[src/rtl/player_lives_manager.sv]
// -----------------------------------------------------------------------------
// player_lives_manager
//
// Tracks the player's remaining lives and the invulnerability window that
// follows a hit. Raw collision flags become a clean one-cycle player_hit
// pulse for the game state machine. The block also drives the sprite blink
// shown while the player is invulnerable. Everything runs on pixel_clk.
//
// Parameters
//   START_LIVES    lives loaded on the start screen (1..3)
//   INVULN_FRAMES  frames of invulnerability after a non-fatal hit (1..255)
//
// Ports
//   pixel_clk             in   pixel clock
//   rst                   in   asynchronous, active-high reset
//   fsync                 in   one-cycle pulse, once per frame
//   game_state            in   0 START_SCREEN, 1 NEXT_LEVEL, 2 PLAY_GAME,
//                              3 GAMEOVER_SCREEN
//   bullet_hit_player     in   level flag from the bullet/player collision check
//   alien_reached_paddle  in   level flag, an alien reached the player row
//   player_hit            out  one-cycle pulse per accepted hit
//   lives_remaining       out  current lives (registered)
//   invulnerable          out  high while bullet hits are ignored
//   player_visible        out  sprite enable, blinks during invulnerability
// -----------------------------------------------------------------------------
module player_lives_manager #(
   parameter int START_LIVES   = 3,
   parameter int INVULN_FRAMES = 120
) (
   input  logic       pixel_clk,
   input  logic       rst,
   input  logic       fsync,
   input  logic [1:0] game_state,
   input  logic       bullet_hit_player,
   input  logic       alien_reached_paddle,
   output logic       player_hit,
   output logic [1:0] lives_remaining,
   output logic       invulnerable,
   output logic       player_visible
);

   // Encoding of the game_state input driven by the game state machine.
   localparam logic [1:0] GS_START_SCREEN    = 2'd0;
   localparam logic [1:0] GS_NEXT_LEVEL      = 2'd1;
   localparam logic [1:0] GS_PLAY_GAME       = 2'd2;
   localparam logic [1:0] GS_GAMEOVER_SCREEN = 2'd3;

   localparam logic [1:0] LIVES_INIT = 2'(START_LIVES);
   localparam logic [7:0] INV_LOAD   = 8'(INVULN_FRAMES);

   typedef enum logic [1:0] {
      IDLE   = 2'd0,
      ALIVE  = 2'd1,
      INVULN = 2'd2,
      DEAD   = 2'd3
   } state_t;

   // Registered state.
   state_t     state;
   logic [7:0] inv_cnt;
   logic       bullet_prev;

   // Next-state values.
   state_t     state_n;
   logic [7:0] inv_cnt_n;
   logic [1:0] lives_n;
   logic       hit_n;
   logic       invulnerable_n;
   logic       visible_n;

   // A bullet counts only on its rising edge, so a flag held high across
   // frames (or across invulnerability expiry) costs at most one life.
   logic bullet_edge;
   assign bullet_edge = bullet_hit_player & ~bullet_prev;

   // --------------------------------------------------------------------------
   // Next-state and output logic
   // --------------------------------------------------------------------------
   always_comb begin
      // NOTE: every signal gets a default first so no path through the case
      // statements leaves one unassigned, which would infer a latch.
      state_n   = state;
      inv_cnt_n = inv_cnt;
      lives_n   = lives_remaining;
      hit_n     = 1'b0;

      // game_state overrides hit handling in every FSM state.
      case (game_state)
         GS_START_SCREEN: begin
            state_n   = IDLE;
            lives_n   = LIVES_INIT;
            inv_cnt_n = 8'd0;
         end

         GS_GAMEOVER_SCREEN: begin
            state_n   = IDLE;
            inv_cnt_n = 8'd0;
         end

         GS_NEXT_LEVEL: begin
            // A new level starts the player fresh; a dead player stays dead.
            if (state == INVULN) begin
               state_n   = ALIVE;
               inv_cnt_n = 8'd0;
            end
         end

         GS_PLAY_GAME: begin
            case (state)
               IDLE: begin
                  state_n = ALIVE;
               end

               ALIVE: begin
                  // The paddle rule wins over a simultaneous bullet edge.
                  if (alien_reached_paddle) begin
                     state_n = DEAD;
                     lives_n = 2'd0;
                     hit_n   = 1'b1;
                  end else if (bullet_edge) begin
                     hit_n = 1'b1;
                     if (lives_remaining > 2'd1) begin
                        lives_n   = lives_remaining - 2'd1;
                        state_n   = INVULN;
                        inv_cnt_n = INV_LOAD;
                     end else begin
                        // Covers lives==0 too, so lives never wrap.
                        lives_n = 2'd0;
                        state_n = DEAD;
                     end
                  end
               end

               INVULN: begin
                  // Invulnerability shields against bullets only.
                  if (alien_reached_paddle) begin
                     state_n   = DEAD;
                     lives_n   = 2'd0;
                     hit_n     = 1'b1;
                     inv_cnt_n = 8'd0;
                  end else if (fsync) begin
                     if (inv_cnt <= 8'd1) begin
                        state_n   = ALIVE;
                        inv_cnt_n = 8'd0;
                     end else begin
                        inv_cnt_n = inv_cnt - 8'd1;
                     end
                  end
               end

               DEAD: begin
                  // Nothing is accepted until the game leaves PLAY_GAME.
               end
            endcase
         end
      endcase

      // Outputs are decoded from the next state so they register on the
      // same edge as the state itself.
      invulnerable_n = (state_n == INVULN);
      if (state_n == INVULN) begin
         visible_n = inv_cnt_n[3];
      end else if (state_n == DEAD) begin
         visible_n = 1'b0;
      end else begin
         visible_n = 1'b1;
      end
   end

   // --------------------------------------------------------------------------
   // State and output registers
   // --------------------------------------------------------------------------
   // NOTE: sequential state uses non-blocking assignments so every register
   // samples pre-edge values regardless of statement order.
   always_ff @(posedge pixel_clk or posedge rst) begin
      if (rst) begin
         state           <= IDLE;
         inv_cnt         <= 8'd0;
         bullet_prev     <= 1'b0;
         lives_remaining <= LIVES_INIT;
         player_hit      <= 1'b0;
         invulnerable    <= 1'b0;
         player_visible  <= 1'b1;
      end else begin
         state           <= state_n;
         inv_cnt         <= inv_cnt_n;
         bullet_prev     <= bullet_hit_player;
         lives_remaining <= lives_n;
         player_hit      <= hit_n;
         invulnerable    <= invulnerable_n;
         player_visible  <= visible_n;
      end
   end

endmodule

[config.mk]
export PLATFORM = sky130hd
export DESIGN_NAME = player_lives_manager
export DESIGN_NICKNAME = d
export VERILOG_FILES = /design/src/rtl/player_lives_manager.sv
export SDC_FILE = /design/constraint.sdc
export NUM_CORES = 1
export LEC_CHECK = 0
export ABC_AREA = 1
export CORE_ASPECT_RATIO = 1.5
export CORE_UTILIZATION = 51
export DETAILED_ROUTE_END_ITERATION = 16
export MAX_ROUTING_LAYER = met4
export PLACE_DENSITY = 0.75
export REMOVE_ABC_BUFFERS = 1
export SLEW_MARGIN = 20
export SYNTH_ARGS = -nofsm -noshare
export SYNTH_HDL_FRONTEND = slang
export SYNTH_SLANG_ARGS = --single-unit
[constraint.sdc]
create_clock -name pixel_clk -period 1.55 [get_ports pixel_clk]
set_input_delay 0.155 -clock pixel_clk [delete_from_list [all_inputs] [get_ports pixel_clk]]
set_output_delay 0.155 -clock pixel_clk [all_outputs]
set_load 0.02 [all_outputs]
Word-level counts from Yosys, hierarchy flattened
Cells that the tools add are included.
{"block": "word_totals", "out_inout_bits": 5, "latch_bits": 0, "romBits": 0, "mem_count": 0, "mem_bits_rw": 0, "word_cells": 66, "register_bits": 16}
{"block": "classes", "muxes": 31, "addsub": 2, "mul": 0, "n_shift": 0, "n_lt_le_gt_ge": 2, "reduce_logical": 6, "n_eq_ne": 15, "bitwise_logic": 2, "div": 0}
{"op": "8-bit two-way mux", "n": 7}
{"op": "8-bit one-hot mux with 3 select lines", "n": 1}
{"op": "2-bit two-way mux", "n": 10}
{"op": "8-bit one-hot mux with 2 select lines", "n": 1}
{"op": "3-bit != test (second input constant)", "n": 4}
{"op": "2-bit one-hot mux with 3 select lines", "n": 2}
{"op": "2-bit equality test (second input constant)", "n": 5}
{"op": "8-bit by 1-bit <= comparator with 1-bit output (second input constant)", "n": 1}
{"op": "4-bit != test (second input constant)", "n": 2}
{"op": "2-bit one-hot mux with 2 select lines", "n": 2}
{"op": "8-bit by 1-bit subtractor with 8-bit output (second input constant)", "n": 1}
{"op": "1-bit two-way mux", "n": 7}
{"op": "6-bit AND reduction", "n": 1}
{"op": "2-bit by 1-bit equality test with 1-bit output (second input constant)", "n": 2}
{"op": "2-bit zero test", "n": 2}
{"op": "4-bit AND reduction", "n": 1}
{"op": "3-bit by 2-bit != test with 1-bit output (second input constant)", "n": 1}
{"op": "2-bit by 1-bit greater-than comparator with 1-bit output (second input constant)", "n": 1}
{"op": "2-bit != test (second input constant)", "n": 1}
{"op": "1-bit one-hot mux with 2 select lines", "n": 1}
{"op": "2-bit nonzero test", "n": 1}
{"op": "2-bit OR reduction", "n": 1}
{"op": "2-bit by 1-bit subtractor with 2-bit output (second input constant)", "n": 1}
{"op": "1-bit bitwise AND", "n": 1}
{"op": "1-bit NOT", "n": 1}

Logic depth before layout (Yosys ltp)
Gate-level depths: netlist (run 1).
{"block": "depth", "depth_word": 9, "mapped_depth": 13}

Worst setup path before layout (run 1)
Ideal clock, no wire load.
{"block": "synth_path", "kind": "reg2reg", "from": "register state[0]", "to": "register inv_cnt[5]", "path_stages_with_launch": 12, "path_buffers": 0, "setup_ns": 0.128, "synth_period_minus_slack_ns": 1.643, "t_arrival_ns": 1.514, "slack_ns": -0.093, "cell_sequence": "dfrtp_1 inv_1 ha_1 inv_2 nor2_2 nand2_1 nor2_2 nor2_2 nand2_4 nor2_8 nand2_2 o211ai_2"}
{"block": "synth_between", "elab_chain_len": 3, "elab_cells_between_ends": 11}
{"element": "start: declaration", "line_no": "59", "rtl": "state_t state;"}
{"element": "start signal: assignment", "line_no": "185", "rtl": "state <= state_n;"}
{"element": "2-bit equality test / 2-bit by 1-bit equality test with 1-bit output (equally long branches)", "line_no": "102, 109"}
{"element": "8-bit one-hot mux with 2 select lines, or another cell as far along", "line_no": "109", "rtl": "case (state)"}
{"element": "8-bit one-hot mux with 3 select lines / 6-bit AND reduction (equally long branches)"}
{"element": "end signal: assignment", "line_no": "186", "rtl": "inv_cnt <= inv_cnt_n;"}
{"element": "end: declaration", "line_no": "60", "rtl": "logic [7:0] inv_cnt;"}
Parallel ways exist; a longest one is shown, timed or not.
A chain may end at the register's enable or synchronous reset.

Final worst setup path (run 1)
{"block": "layout_path", "from": "register state[0]", "to": "register inv_cnt[0]"}
Same word-level chain as after synthesis.

==> results.md, run 1 <==
* Total grt overflow at 0
* Max Cap Viol at 0
* CTS Hold Bufs at 0
* Synth top area share at 26.37%
* Worst slew margin at 76.90%
* Seq/Total Area, Yosys at 32.76%
* Primary FF master, synth: dfrtp_1
* H-tree depth at 1
* Net Sw Power at 0.0003386 W
* Clk pin slew, worst setup/hold paths at 0.10 ns
* Crit end category: flop
* Synth Area in XOR/XNOR at 2.840%
* Clock Latency Late Sink at 0.30 ns
* Core Area at 0.002260 mm^2
* Area Overhead vs Synth at 47.57%
* Ports at 12
* Reg power frac at 42.7%
* Slowest stage delay, CP at 0.40 ns
* Cells after Synth at 167
* Combinational share of power at 29.9%
* Pin count of the biggest net entering global routing at 17
* RSZ-0062 raised after global routing: true
* Starting Density at 54.60%
* Routability cong. at 0.8877
* DR iter-0 viols at 34
* Period utilisation layout at 104.4%
* Final Total Pwr at 0.001057 W
* Slew Limit Fails at 0
* Post-synth EDFFs at 0
* Cell family with most CP delay: simple AND/OR/NAND/NOR gates
* # clock sinks at 16
* Drc violations at 0
* Synth top area cells: dfrtp_1 (26%), nand2_1 (12%), ha_1 (11%)
* Fmax at 617.9 MHz
* Pwr/cell area at 580.7 mW/mm^2
* Sw frac at 32.02%
* CTS Buffer Depth at 2
* Worst vdd ir at 0.6035 mV
* Initial antenna violation count at 0
* Fin Clk Skew at 0.009850 ns
* Fillers at 160
* #FFs+latches synth at 16
* Most frequent cells in the layout: buf_4 (39), nand2_1 (34), inv_1 (22), nor2_1 (15), dfrtp_1 (11)
* Routed length per instance at 13.54 um
* Post-synth ARST share at 100.0%
* Critical path class: flop to flop
* Final setup margin at -0.06837 ns
* Final hold slack at 0.1540 ns
* Die X at 42.16 um
* CP cell instances: buf_4 > ha_4 > nor2_2 > nand2_2 > o21ai_2 > nor2_2 > nand2_4 > nor2_8 > nand2_4 > o21ai_2
* Avg Cell Area, Syn at 7.387 um^2
* Port bufs at 11
* Share of layout cells above drive strength 1 at 41.18%
* Area occupied by multi-input gates at 813.3 um^2
* Worst EP required at 1.77 ns
* Die ar. at 0.002624 mm^2
* Total Wirelength at 3304 um
* Core Util, Final at 80.56%
* Total Neg Setup Slack at -0.3180 ns
* Synth cell types at 28
* Synth area leader: dfrtp_1
* Storage element area at 406.6 um^2
* Worst Hold Class: primary input to async pin
* Num rows at 21
* Chip Height at 62.24 um
* YS warnings at 0
* Slew @ Worst Pin at 0.3455 ns
* Final nets at 240
* Most common cell after layout, fill and taps aside: buf_4
* Status: finished, violations left
* Synth Area in Adders at 11.16%
* CTS Buf Count at 3
* Clk pwr share at 27.4%
* Final setup viols at 8
* DR pass1 iterations at 4
* Via count of the first global-routing pass at 1329
* CP Max Fanout at 8
* Largest family of logic cells by synthesized area: simple AND/OR/NAND/NOR gates
* Mux cell area share after synthesis at 0%
* CP arrival at 1.84 ns
* Internal cell power at 0.0007187 W
* Vias/cell at 5.102
* Slowest-stage cell, CP: dfrtp_1
* DRT antenna net count at 0
* Mapped Area at 0.001234 mm^2
* Synth Area in Simple Gates at 31.54%
* Vias at 1245
* Buffers & Inverters on Critical Path at 1
* Lkg Pwr at 0.9875 nW
* Min Clock Period, post-route at 1.618 ns
* First-pass GRT wire length at 5706 um
* Root Buffer: clkbuf_4
* Violated checks: negative setup slack
* Compound-Gate Fraction of Synth Area at 11.56%
* HPWL Detailed at 2482 um
* Fin. Hold Viols at 0
* GRT Overall Usage at 28.60%
* N_diodes at 0
* Setup crit start kind: flop
* CTS tree: done
[per-layer routing]
metal  global-route usage, %  vias up  wire length (um)
met4                   11.33        0                64
met1                   30.65      581              1295
met5                       -        -                 0
li1                        -      633                 -
met2                   52.15       24              1891
met3                   3.198        7                52
[path summary, 6_finish.rpt]
check                                   startpoint                  to  slack (ns)  cells after the start
worst max-delay path                      state[0]          inv_cnt[0]       -0.07                     10
worst min-delay path                           rst          inv_cnt[4]        0.15                      3
worst max register to register            state[0]          inv_cnt[0]       -0.07                     10
worst min register to register  lives_remaining[0]  lives_remaining[0]        0.51                      2
max in group asynchronous                      rst      player_visible        1.12                      3
min in group pixel_clk           bullet_hit_player         bullet_prev        0.39                      1
[tightest hold or removal path, stage by stage]
cell             delay (ns)
clkdlybuf4s50_1        0.40
inv_1                  0.05
buf_4                  0.24
[Yosys cell counts (3+ instances only)]
cell	number
dfrtp_1	13
nand4_1	3
inv_2	4
nand2_1	38
ha_1	11
dfstp_2	3
xor2_1	4
nor2_2	4
inv_1	28
nor2_1	17
o21ai_0	6
a21oi_1	6
nand3_1	9
o211ai_2	3
[cell families (layout without fill, tap and decap cells)]
kind of cell | after synthesis | in the layout
simple gates | 82 | 82
xor+xnor | 4 | 4
buf+inv | 33 | 87
compound gates | 21 | 21
flops | 16 | 16
fa+ha+maj | 11 | 11
[state kept, by name, summed over array words and instances (netlist names)]
signal,cells
inv_cnt,8
lives_remaining,2
state,2
bullet_prev,1
invulnerable,1
player_hit,1
player_visible,1
[power by group through the flow]
stage,Clock (W),Sequential (W),Combinational [W]
2_1_floorplan,0,0.000470,0.000146
3_3_place_gp,0,0.000458,0.000273
3_5_place_dp,0,0.000459,0.000282
4_1_cts,0.000297,0.000451,0.000302
5_1_grt,0.000311,0.000453,0.000348
6_report,0.000289,0.000451,0.000316
[metrics by stage]
| stage | setup WS, ns | std cells | area (um^2) |
|---|---|---|---|
| global route | -0.1400 | 244 | 1821 |
| finish | -0.06837 | 244 | 1821 |
| detailed placement | -0.3616 | 233 | 1615 |
| floorplan | -0.09266 | 166 | 1229 |
| CTS | -0.04928 | 240 | 1742 |
| global placement | -0.2577 | 233 | 1615 |
[final cells by class]
type,instances,area share [%]
sequential,16,22.34
tap,23,1.581
timing repair buffer,51,22.54
multi-input combinational,118,44.67
clock buffer,4,1.993
inverter,32,6.873
[repair_timing]
action                     in CTS  in global routing
setup endpoints to repair      17                 14
pin swaps                       7                 14
cloned                          0                  0
setup buffers                   3                  4
resized for setup              24                 15
Power figures use the tool's default switching activity.
==> run 2: changes to the inputs <==
CORE_UTILIZATION = 45   (was 51)
PLACE_DENSITY = 0.68   (was 0.75)
==> run 2 against run 1 <==
The run still ends with negative setup slack left. Sequential share of layout area decreased by 1.2 points. Largest cell class unchanged. Sequential cell count stayed put. Count of clock-buffer cells in the layout unchanged. First-iteration DRC count up 85%. Worst hold slack improved by 0.0043 ns. Combinational power grew 12%. Power shrank 0.66%. Clock power decreased by 16%. Design area grew 5.6%. Clock skew fell by 0.0064 ns. Utilization is 4.7 points lower.
==> results.md, run 2 (same netlist as run 1, synthesis figures left out) <==
* Fillers at 187
* Final setup viols at 8
* Pin count of the biggest net entering global routing at 17
* Vias/cell at 5.092
* CP arrival at 1.80 ns
* Met1 Use GR at 25.21%
* H-tree depth at 1
* # clock sinks at 16
* Reg-to-Reg Start: state[0]
* Worst R2R Path Depth at 11
* CTS Buf Count at 3
* Core Util, Final at 75.89%
* First-pass GRT wire length at 5471 um
* Total Wirelength at 3516 um
* N_diodes at 0
* Initial antenna violation count at 0
* Drc violations at 0
* Max reg flops at 8
* CTS tree: done
* Fin. Hold Viols at 0
* Fmax at 618.8 MHz
* Most frequent cells in the layout: buf_4 (41), nand2_1 (32), inv_1 (21), dfrtp_1 (12), nor2_1 (10)
* Met3 GRT Util at 2.732%
* Crit end category: flop
* HPWL Detailed at 2483 um
* Most common cell after layout, fill and taps aside: buf_4
* Worst vdd ir at 0.5036 mV
* CTS Hold Bufs at 0
* Total Neg Setup Slack at -0.3468 ns
* Fin Clk Skew at 0.003467 ns
* Setup crit start kind: flop
* Chip Height at 66.13 um
* Pwr/cell area at 546.5 mW/mm^2
* DRT antenna net count at 0
* Met2 Usage GRT at 49.45%
* Critical path class: flop to flop
* RSZ-0062 raised after global routing: true
* Status: finished, violations left
* Core Area at 0.002532 mm^2
* CTS Buffer Depth at 2
* Largest registers: inv_cnt: 8 flops, lives_remaining: 2 flops, state: 2 flops
* Biggest register: inv_cnt
* DR pass1 iterations at 4
* Vias at 1334
* Die ar. at 0.002959 mm^2
* GRT Overall Usage at 26.12%
* Total grt overflow at 0
* CP startpoint: state[0]
* Area Overhead vs Synth at 55.78%
* Slew Limit Fails at 0
* Final setup margin at -0.06615 ns
* Storage element area at 405.4 um^2
* Violated checks: negative setup slack
* Clock Latency Late Sink at 0.30 ns
* DR iter-0 viols at 63
* Grt peak-use layer: met2
* Root Buffer: clkbuf_4
* Routed length per instance at 13.42 um
* Via count of the first global-routing pass at 1324
* Final nets at 245
* Starting Density at 48.72%
* Worst slew margin at 80.10%
* Share of layout cells above drive strength 1 at 46.90%
* Clk pin slew, worst setup/hold paths at 0.10 ns
* CP Max Fanout at 8
* Slew @ Worst Pin at 0.2976 ns
* Area occupied by multi-input gates at 858.3 um^2
* Port bufs at 11
* Num rows at 22
* Worst EP required at 1.73 ns
* Period utilisation layout at 104.3%
* Min Clock Period, post-route at 1.616 ns
* Max Cap Viol at 0
* Lkg Pwr at 1.016 nW
* Worst Hold Class: primary input to async pin
* Die X at 44.75 um
* Routability cong. at 0.9070
* Ports at 12
run 2: cell types whose count changed in the layout (fill, tap and decap cells not counted), sizes merged:
cell	previous run	this run
buf	40	45
run 2: worst paths after layout:
check                                      to  slack, ns
setup / recovery                   inv_cnt[4]      -0.07
hold / removal                     inv_cnt[7]       0.16
setup reg to reg                   inv_cnt[4]      -0.07
hold reg to reg                    inv_cnt[4]       0.52
max in group asynchronous  lives_remaining[1]       1.14
min in group pixel_clk            bullet_prev       0.39
run 2: routing by layer:
| metal | share of wire, % | vias to the layer above |
|---|---|---|
| met1 | 36 | 647 |
| met4 | 2.6 | 0 |
| met5 | 0 | - |
| met2 | 59 | 36 |
| li1 | - | 642 |
| met3 | 2.6 | 9 |
run 2: what timing repair did:
item	CTS	global route
pin swaps	9	18
buffers inserted	7	2
resized for setup	22	36
endpoints found under the setup margin	17	14
run 2: critical path: stages (launching register included):
cell      delay, ns
dfrtp_1        0.42
inv_2          0.09
ha_4           0.19
inv_6          0.08
nor2_4         0.04
nand2_2        0.08
nor2_2         0.04
nor2_2         0.15
nand2_4        0.12
buf_4          0.16
nand2_1        0.06
o211ai_2       0.08
run 2: report_power, final:
group	total, W	internal, W	switching (W)
logic	0.000355	0.000153	0.000201
clock network	0.000243	0.000100	0.000143
registers	0.000452	0.000440	0.0000121
run 2: stage by stage:
step	total power [W]	worst slack, ns	hold WS (ns)	cells	area, um^2
finish	0.001050	-0.06615	0.1583	262	1922
global route	0.001100	-0.1644	0.2105	262	1922
CTS	0.001010	-0.05528	0.1612	260	1803
detailed placement	0.0007426	-0.3314	0.4916	249	1654
global placement	0.0007347	-0.2579	0.4775	249	1654
floorplan	0.0006166	-0.09266	0.06659	166	1229
run 2: layout make-up:
class,count,area share (%)
timing repair buffer,56,23.89
clock buffer,4,1.367
sequential,16,21.09
tap,36,2.344
multi-input combinational,118,44.66
inverter,32,6.641
==> run 3: changes to the inputs <==
SKIP_LAST_GASP = 1   (was unset)
==> run 3 against run 2 <==
The flow still finishes with violations (negative setup slack). Critical path depth did not move. Highest routed layer unchanged. Fmax hardly changed. Via count fell by 0.90%.
==> results.md, run 3 (same netlist as run 1, synthesis figures left out) <==
* Status: finished, violations left
* Violated checks: negative setup slack
* Internal cell power at 0.0006939 W
* DR pass1 iterations at 4
* Post-Layout Inst Area at 0.001922 mm^2
* Clk pin slew, worst setup/hold paths at 0.10 ns
* Worst R2R End: inv_cnt[4]
* Final nets at 245
* Worst Hold Class: primary input to async pin
* CP cell instances: inv_2 > ha_4 > inv_6 > nor2_4 > nand2_2 > nor2_2 > nor2_2 > nand2_4 > buf_4 > nand2_1 > o211ai_2
* CP arrival at 1.80 ns
* Setup crit start kind: flop
* Most common cell after layout, fill and taps aside: buf_4
* Area occupied by multi-input gates at 858.3 um^2
* Fmax at 618.9 MHz
* N_diodes at 0
* Total Wirelength at 3522 um
* Reg2Reg Setup Slack at -0.07 ns
* Critical path class: flop to flop
* Placed Cells at 249
* RSZ-0062 raised after global routing: true
* Fin Clk Skew at 0.003808 ns
* H-tree depth at 1
* Via count of the first global-routing pass at 1324
* Storage element area at 405.4 um^2
* Chip Height at 66.13 um
* Total stage count of the critical path at 11
* Port bufs at 11
* Slew Limit Fails at 0
* Core Area at 0.002532 mm^2
* Worst slew margin at 79.95%
* Die X at 44.75 um
* Combinational share of power at 33.8%
* DR iter-0 viols at 50
* Final hold slack at 0.1581 ns
* Layout Cells excl Fill at 262
* Starting Density at 48.72%
* Worst R2R Path Depth at 11
* Max reg flops at 8
* Sw frac at 33.93%
* Total grt overflow at 0
* Vias/cell at 5.046
* DRT antenna net count at 0
* Crit end category: flop
* Clk pwr share at 23.1%
* Min Clock Period, post-route at 1.616 ns
* Num rows at 22
* CP Max Fanout at 8
* Fin. Hold Viols at 0
* Reg-to-Reg Start: state[0]
* Period utilisation layout at 104.2%
* Slew @ Worst Pin at 0.2998 ns
* Initial antenna violation count at 0
* Pwr/cell area at 546.5 mW/mm^2
* Cell family with most CP delay: simple AND/OR/NAND/NOR gates
* First-pass GRT wire length at 5471 um
* Reg power frac at 43.1%
* Fillers at 187
* Routability cong. at 0.9070
* Lkg Pwr at 1.016 nW
* Final setup margin at -0.06584 ns
* Routed length per instance at 13.44 um
* Placed Area at 0.001654 mm^2
* Slowest stage delay, CP at 0.42 ns
* Worst vdd ir at 0.5037 mV
* Most frequent cells in the layout: buf_4 (41), nand2_1 (32), inv_1 (21), dfrtp_1 (12), nor2_1 (10)
* Clock Latency Late Sink at 0.30 ns
* Area Overhead vs Synth at 55.78%
* Slowest-stage cell, CP: dfrtp_1
* Root Buffer: clkbuf_4
* Core Util, Final at 75.89%
* HPWL Detailed at 2483 um
* Share of layout cells above drive strength 1 at 46.90%
* GRT Overall Usage at 26.12%
* Buffers & Inverters on Critical Path at 3
* Drc violations at 0
* Largest registers: inv_cnt: 8 flops, lives_remaining: 2 flops, state: 2 flops
* Most used cell, CP: nor2_2
* # clock sinks at 16
* Pin count of the biggest net entering global routing at 17
* Die ar. at 0.002959 mm^2
* CTS Buffer Depth at 2
* CTS tree: done
* Final setup viols at 8
* CTS Buf Count at 3
* Worst EP required at 1.73 ns
* Max Cap Viol at 0
* Vias at 1322
* Net Sw Power at 0.0003563 W
* Biggest register: inv_cnt
* Ports at 12
[run 3: power groups by stage]
stage / Clock, W / Sequential, W / Combinational (W)
2_1_floorplan: 0 / 0.000470 / 0.000146
3_3_place_gp: 0 / 0.000457 / 0.000277
3_5_place_dp: 0 / 0.000458 / 0.000284
4_1_cts: 0.000245 / 0.000450 / 0.000315
5_1_grt: 0.000262 / 0.000453 / 0.000384
6_report: 0.000243 / 0.000452 / 0.000355
[run 3: how the worst max path moves through the flow]
stage,from,to
floorplan,state[0],inv_cnt[5]
global placement,game_state[0],inv_cnt[5]
detailed placement,game_state[0],inv_cnt[6]
CTS,state[1],inv_cnt[6]
global route,state[1],player_visible
finish,state[0],inv_cnt[4]
[run 3: tightest hold or removal path, delay by kind of cell]
kind / cells / cell delay [ns]
buffers and inverters: 3 / 0.68
[run 3: repair_timing]
action                                 in CTS  in global routing
pin swaps                                   9                 18
hold buffers                                0                  0
gates resized for setup                    22                 36
setup buffers                               7                  2
endpoints found under the hold margin       0                  0
setup endpoints to repair                  17                 14
[run 3: final cells by class]
| cell class | instances | area share, % |
|---|---|---|
| repair buffers | 56 | 23.89 |
| multi-input cells | 118 | 44.66 |
| inverters | 32 | 6.641 |
| flip-flops and latches | 16 | 21.09 |
| clock buffers | 4 | 1.367 |
| well taps | 36 | 2.344 |
[run 3: layer usage]
layer | track usage (%) | up-vias | part of all wire (%)
met5 | - | - | 0
li1 | - | 643 | -
met4 | 12.50 | 0 | 2.5
met1 | 25.21 | 639 | 36
met2 | 49.45 | 33 | 59
met3 | 2.732 | 7 | 2.0
[run 3: metrics by stage]
| step | setup slack (ns) | setup TNS [ns] | total power, W |
|---|---|---|---|
| after global routing | -0.1644 | -1.218 | 0.001100 |
| after floorplan | -0.09266 | -0.4436 | 0.0006166 |
| after global placement | -0.2579 | -2.283 | 0.0007347 |
| after detailed placement | -0.3314 | -3.100 | 0.0007426 |
| final | -0.06584 | -0.3392 | 0.001050 |
| after CTS | -0.05528 | -0.2413 | 0.001010 |
